--- src/rtl/sisc_core_mc.sv ---
// Multicycle reference execution engine: fetch/decode/execute FSM with a register file,
// a status register, conditional branches, halt and a wait-state-tolerant memory handshake.
module sisc_core_mc #(
  parameter int                ADDR_W   = 12,
  parameter int                NREG     = 16,
  parameter logic [ADDR_W-1:0] RESET_PC = '0
) (
  input  logic              clk,
  input  logic              reset,
  output logic              mem_req,
  output logic              mem_we,
  output logic [ADDR_W-1:0] mem_addr,
  output logic [31:0]       mem_wdata,
  input  logic [31:0]       mem_rdata,
  input  logic              mem_ack,
  output logic [ADDR_W-1:0] pc_out,
  output logic [4:0]        psr_out,
  output logic              halted,
  output logic              illegal
);

  localparam int RW = (NREG > 1) ? $clog2(NREG) : 1;

  typedef enum logic [2:0] {S_FETCH, S_DECODE, S_EXEC, S_MEM, S_HALT} state_e;
  typedef enum logic [3:0] {
    OP_NOP = 4'h0, OP_LD  = 4'h1, OP_STR = 4'h2, OP_BRA = 4'h3, OP_XOR = 4'h4,
    OP_ADD = 4'h5, OP_ROT = 4'h6, OP_SHF = 4'h7, OP_HLT = 4'h8, OP_CMP = 4'h9
  } op_e;

  state_e            state;
  logic [ADDR_W-1:0] pc;
  logic [31:0]       ir;
  logic [4:0]        psr;   // {C,P,E,Z,N}
  logic [31:0]       regs [NREG];

  logic [3:0]        op;
  logic [3:0]        cc;
  logic              src_type;
  logic [RW-1:0]     rs;
  logic [RW-1:0]     rd;
  logic [ADDR_W-1:0] src_addr;
  logic [ADDR_W-1:0] dest_addr;
  logic [31:0]       imm;
  logic [31:0]       d_val;
  logic [31:0]       s_val;
  logic [5:0]        cnt;
  logic              unused_dest_type;

  assign op               = ir[31:28];
  assign cc               = ir[27:24];
  assign src_type         = ir[27];
  assign unused_dest_type = ir[26];
  assign rs               = ir[12 +: RW];
  assign rd               = ir[0 +: RW];
  assign src_addr         = ir[12 +: ADDR_W];
  assign dest_addr        = ir[0 +: ADDR_W];
  assign imm              = {20'b0, ir[23:12]};
  assign cnt              = ir[17:12];
  assign d_val            = regs[rd];
  assign s_val            = src_type ? imm : regs[rs];

  assign pc_out  = pc;
  assign psr_out = psr;

  logic [31:0] res;
  logic        new_c;
  logic [5:0]  mag;
  logic        take_br;

  // Shifts run through a 33-bit window so the last bit shifted out lands in new_c;
  // a rotate right by n is the same as a rotate left by the low five count bits.
  always_comb begin
    res   = d_val;
    new_c = psr[4];
    mag   = '0;
    case (op)
      OP_XOR: res = d_val ^ s_val;
      OP_ADD: {new_c, res} = {1'b0, d_val} + {1'b0, s_val};
      OP_ROT: res = (d_val << cnt[4:0]) | (d_val >> (6'd32 - {1'b0, cnt[4:0]}));
      OP_SHF: begin
        if (cnt[5]) begin
          mag = -cnt;
          {res, new_c} = {d_val, 1'b0} >> mag;
        end else if (cnt != '0) begin
          {new_c, res} = {1'b0, d_val} << cnt;
        end
      end
      OP_CMP: res = ~s_val;
      default: ;
    endcase
  end

  always_comb begin
    case (cc)
      4'b0000: take_br = 1'b1;
      4'b0001: take_br = psr[4];
      4'b0010: take_br = psr[2];
      4'b0011: take_br = psr[3];
      4'b0100: take_br = psr[1];
      4'b0101: take_br = psr[0];
      default: take_br = 1'b0;
    endcase
  end

  // The next fetch request is raised on the way back to FETCH so a zero-wait
  // instruction costs three cycles; only the first fetch after reset pays a bubble.
  always_ff @(posedge clk) begin
    if (reset) begin
      state     <= S_FETCH;
      pc        <= RESET_PC;
      ir        <= '0;
      psr       <= '0;
      for (int unsigned i = 0; i < $unsigned(NREG); i++) regs[i] <= '0;
      mem_req   <= 1'b0;
      mem_we    <= 1'b0;
      mem_addr  <= '0;
      mem_wdata <= '0;
      halted    <= 1'b0;
      illegal   <= 1'b0;
    end else begin
      illegal <= 1'b0;
      case (state)
        S_FETCH: begin
          if (!mem_req) begin
            mem_req  <= 1'b1;
            mem_we   <= 1'b0;
            mem_addr <= pc;
          end else if (mem_ack) begin
            ir      <= mem_rdata;
            pc      <= pc + ADDR_W'(1);
            mem_req <= 1'b0;
            state   <= S_DECODE;
          end
        end
        S_DECODE: begin
          case (op)
            OP_LD: begin
              if (src_type) begin
                state <= S_EXEC;
              end else begin
                state    <= S_MEM;
                mem_req  <= 1'b1;
                mem_we   <= 1'b0;
                mem_addr <= src_addr;
              end
            end
            OP_STR: begin
              state     <= S_MEM;
              mem_req   <= 1'b1;
              mem_we    <= 1'b1;
              mem_addr  <= dest_addr;
              mem_wdata <= s_val;
            end
            OP_HLT: begin
              state  <= S_HALT;
              halted <= 1'b1;
            end
            OP_NOP, OP_BRA, OP_XOR, OP_ADD, OP_ROT, OP_SHF, OP_CMP: state <= S_EXEC;
            default: begin
              illegal  <= 1'b1;
              state    <= S_FETCH;
              mem_req  <= 1'b1;
              mem_we   <= 1'b0;
              mem_addr <= pc;
            end
          endcase
        end
        S_EXEC: begin
          case (op)
            OP_LD: regs[rd] <= imm;
            OP_XOR, OP_ADD, OP_ROT, OP_SHF, OP_CMP: begin
              regs[rd] <= res;
              psr      <= {new_c, ^res, ~res[0], res == '0, res[31]};
            end
            default: ;
          endcase
          if (op == OP_BRA && take_br) begin
            pc       <= dest_addr;
            mem_addr <= dest_addr;
          end else begin
            mem_addr <= pc;
          end
          mem_req <= 1'b1;
          mem_we  <= 1'b0;
          state   <= S_FETCH;
        end
        S_MEM: begin
          if (mem_ack) begin
            if (!mem_we) regs[rd] <= mem_rdata;
            mem_req  <= 1'b1;
            mem_we   <= 1'b0;
            mem_addr <= pc;
            state    <= S_FETCH;
          end
        end
        default: ;
      endcase
    end
  end

endmodule
--- config.mk ---
export PLATFORM = sky130hd
export DESIGN_NAME = sisc_core_mc
export DESIGN_NICKNAME = d
export VERILOG_FILES = /design/src/rtl/sisc_core_mc.sv
export SDC_FILE = /design/constraint.sdc
export NUM_CORES = 2
export LEC_CHECK = 0
export CORE_ASPECT_RATIO = 0.8
export CORE_MARGIN = 5
export CORE_UTILIZATION = 28
export CTS_CLUSTER_DIAMETER = 60
export CTS_CLUSTER_SIZE = 12
export DETAILED_ROUTE_END_ITERATION = 8
export REMOVE_ABC_BUFFERS = 1
export SLEW_MARGIN = 20
export SYNTH_ARGS = -nofsm -noshare
export SYNTH_HDL_FRONTEND = slang
export SYNTH_SLANG_ARGS = --single-unit
export TNS_END_PERCENT = 20
--- constraint.sdc ---
create_clock -name clk -period 9.1 [get_ports clk]
set_clock_uncertainty 0.05 [all_clocks]
set_input_delay 1.82 -clock clk [delete_from_list [all_inputs] [get_ports clk]]
set_output_delay 1.82 -clock clk [all_outputs]
set_load 0.03 [all_outputs]
==> impl_results.md <==
- Post-route antenna net violation count: 0
- Routed met1 length: 92.3 mm
- Drt first-iter violations: 7,154
- TritonCTS clock tree: done
- Pwr dens: 198 mW/mm^2
- IO Pins: 100
- Actual slew at the worst max-slew pin: 1.23 ns
- Max_cap viols: 0
- WL/cell: 36.4 um
- Pleak: 0.0144 uW
- Critical path startpoint category: register
- Total gr overflow: 0
- DR pass1 iterations: 9
- Routed wl met2: 85.8 mm
- CP arrival: 8.44 ns
- Clock Sinks: 620
- Clock share of power: 26.1%
- Largest net degree at the start of global routing: 66
- CTS Hold Bufs: 0
- Synth Register Bits: 620
- Commonest cells post-synth: nor2_1, edfxtp_1, nand2_1
- Root Driver: clkbuf_16
- Final Net Count: 4,131
- Flop pwr share: 36.3%
- Hold violation count in the final report: 0
- Core area: 0.145 sq mm
- Run status: finished clean
- Area Growth Syn to Fin: 12.6%
- CTS clk-pin slew, worst paths: 0.07 ns
- WP data required: 9.63 ns
- Slew headroom: 17.7%
- DR WL met3: 30.2 mm
- Total wire length: 218 mm
- Crit Path Max Fanout: 42
- DPL Wire Length: 157 mm
- Worst Hold Slack: 0.404 ns
- FF/Latch Area: 0.0176 sq mm
- Finished Layout Cells: 5,976
- Synth warn: 0
- Minimum clock period: 7.91 ns
- Htree depth: 2
- Cells after Synth: 4,055
- Worst skew pair latency: 0.71 ns
- Resized cells post-CTS: 0
- Area of the multi-input gates: 0.0218 sq mm
- Element type at the critical path end: register
- Post-synthesis average cell area: 10.1 sq um
- Net switching power: 3660 uW
- Tcrit/Tclk final: 87.0%
- Sw frac: 40.2%
- Clock Tree Buf Depth: 3
- Initial antenna violation count: 8
- Via-to-Cell Ratio: 6.52
- DR DRC count: 0
- Initial Util: 28.1%
- Post-CTS setup buffer count: 0
- Critical path type: register to register
- Logic pwr share: 37.7%
- VDD IR max: 0.204 mV
- Worst hold path class: register to register
- Setup WS pre-CTS: 1.56 ns
- Die H: 351 um
- Pint: 5450 uW
- Via count: 39,000
- Ratio of cells with drive above 1 in the final layout: 14.5%
- Setup violators final: 0
- Largest cells by area after synthesis: edfxtp_1, mux4_2, nor2_1, mux2i_1, dfxtp_1
- Total track usage: 27.1%
- Library cells used by synthesis: 99
- RSZ-0062 raised after global routing: false
- Vias in the first global route: 36,100
- Most used DFF post-synth: edfxtp_1
- Die span in x: 437 um
- I/O Buffers: 99
- Die Footprint: 0.154 sq mm
- Total CTS buffers: 60
- Fillers: 14,800
- Final setup margin: 1.19 ns
- Synth top area share: 37.7%
- Pins Over Slew Limit: 0
- Post-synth EDFFs: 512
- F_max: 126 MHz
- Synth area leader: edfxtp_1
- Max Used Layer: met5
- # rows: 125
- Most common cell in the synthesized netlist: nor2_1
- Asr flop ratio synth: 0%
- Mapped Area: 0.0408 sq mm
- Placed insts: 5,888
- First-pass GRT wire length: 296 mm
- Seq/Total Area, Yosys: 43.0%
- Routability congestion estimate from global placement: 1.10
- Final core utilization: 31.7%
[stage by stage]
step | setup TNS, ns | area [sq um] | total power [uW]
after global placement | 0 | 44200 | 6610
after global routing | 0 | 45900 | 9280
final | 0 | 45900 | 9100
after floorplan | -1461.35 | 39300 | 5170
after CTS | 0 | 45900 | 8930
after detailed placement | 0 | 44200 | 6580
[power by group through the flow]
stage	combinational, uW	clock [uW]	sequential, uW
after floorplan	1760	0	3410
after global placement	3260	0	3350
after detailed placement	3220	0	3360
after CTS	3240	2390	3300
after global routing	3470	2500	3310
final	3430	2370	3300
[critical path: stages, from the launching register on]
cell and delay [ns]:
dfxtp_4 0.72, buf_12 0.36, buf_4 0.48, mux2i_1 0.17
a22oi_1 0.35, nand3_1 0.17, and2_1 0.32, inv_2 0.30
ha_1 0.37, and3_1 0.24, and4_1 0.24, a221o_1 0.34
a2111oi_1 0.88, a311o_1 0.39, nor3_1 0.10, or3b_1 0.38
xor2_1 0.16, a211oi_1 0.46, a21o_1 0.15, ha_1 0.24
xnor2_1 0.20, xnor2_1 0.10, xnor2_1 0.23, xnor2_1 0.10
a211oi_1 0.21
[placed cells by master (no fill, tap or decap), drive strengths merged, types with 13 or more instances in the layout]
| cell type | count |
|---|---|
| a211oi | 50 |
| a21o | 20 |
| a21oi | 190 |
| a221o | 14 |
| a221oi | 34 |
| a222oi | 25 |
| a22oi | 129 |
| a2bb2oi | 20 |
| a31oi | 30 |
| a32oi | 20 |
| and2 | 52 |
| and3 | 19 |
| buf | 169 |
| clkbuf | 75 |
| clkdlybuf4s50 | 98 |
| dfxtp | 108 |
| edfxtp | 512 |
| ha | 49 |
| inv | 45 |
| mux2 | 19 |
| mux2i | 223 |
| mux4 | 206 |
| nand2 | 353 |
| nand2b | 36 |
| nand3 | 149 |
| nand4 | 29 |
| nor2 | 774 |
| nor2b | 22 |
| nor3 | 75 |
| nor4 | 18 |
| o2111ai | 22 |
| o211ai | 29 |
| o21ai | 147 |
| o221ai | 22 |
| o22ai | 56 |
| o32ai | 13 |
| xnor2 | 27 |
| xor2 | 16 |
[logic make-up (layout without fill, tap and decap cells)]
| group | Yosys count | after routing | synth area share [%] |
|---|---|---|---|
| xor gates and xnor gates | 43 | 43 | 0.923 |
| adders and majority gates | 51 | 51 | 1.58 |
| muxes | 448 | 448 | 17.4 |
| AOI/OAI and AO/OA | 930 | 930 | 16.1 |
| DFF | 620 | 620 | 43.0 |
| buffers and inverters | 385 | 396 | 4.14 |
| other | 0 | 5 | 0 |
| and+or+nand+nor | 1578 | 1578 | 16.9 |
[routing by layer]
layer | GRT usage (%) | vias up
met4 | 9.52 | 4
met1 | 39.7 | 19700
met3 | 8.62 | 483
met5 | 0.620 | -
li1 | - | 15400
met2 | 37.1 | 3311
[path summary, 6_finish.rpt]
kind | start | to | slack, ns | cells after the start
worst min register to register | mem_wdata[28]$_SDFFE_PP0P_ | mem_wdata[28]$_SDFFE_PP0P_ | 0.40 | 2
worst min-delay path | mem_wdata[28]$_SDFFE_PP0P_ | mem_wdata[28]$_SDFFE_PP0P_ | 0.40 | 2
worst max register to register | register | psr_out[3]$_SDFFE_PP0P_ | 1.19 | 24
worst max-delay path | register | psr_out[3]$_SDFFE_PP0P_ | 1.19 | 24
[cell type report]
| type | instances | area share, % |
|---|---|---|
| Sequential cell | 620 | 38.2 |
| Multi-Input combinational cell | 3050 | 47.5 |
| Timing Repair Buffer | 268 | 4.99 |
| Tap cell | 1905 | 5.19 |
| Clock buffer | 74 | 3.43 |
| Inverter | 46 | 0.381 |
| Clock inverter | 8 | 0.267 |
| Antenna cell | 5 | 0.0272 |
[state kept, by name (all words and copies together), names as in the netlist, named ones only]
signal,count
halted,1
illegal,1
ir,32
mem_addr,12
mem_req,1
mem_wdata,32
mem_we,1
pc_out,12
psr_out,5
regs,512
state,3
Power figures use the tool's default switching activity.
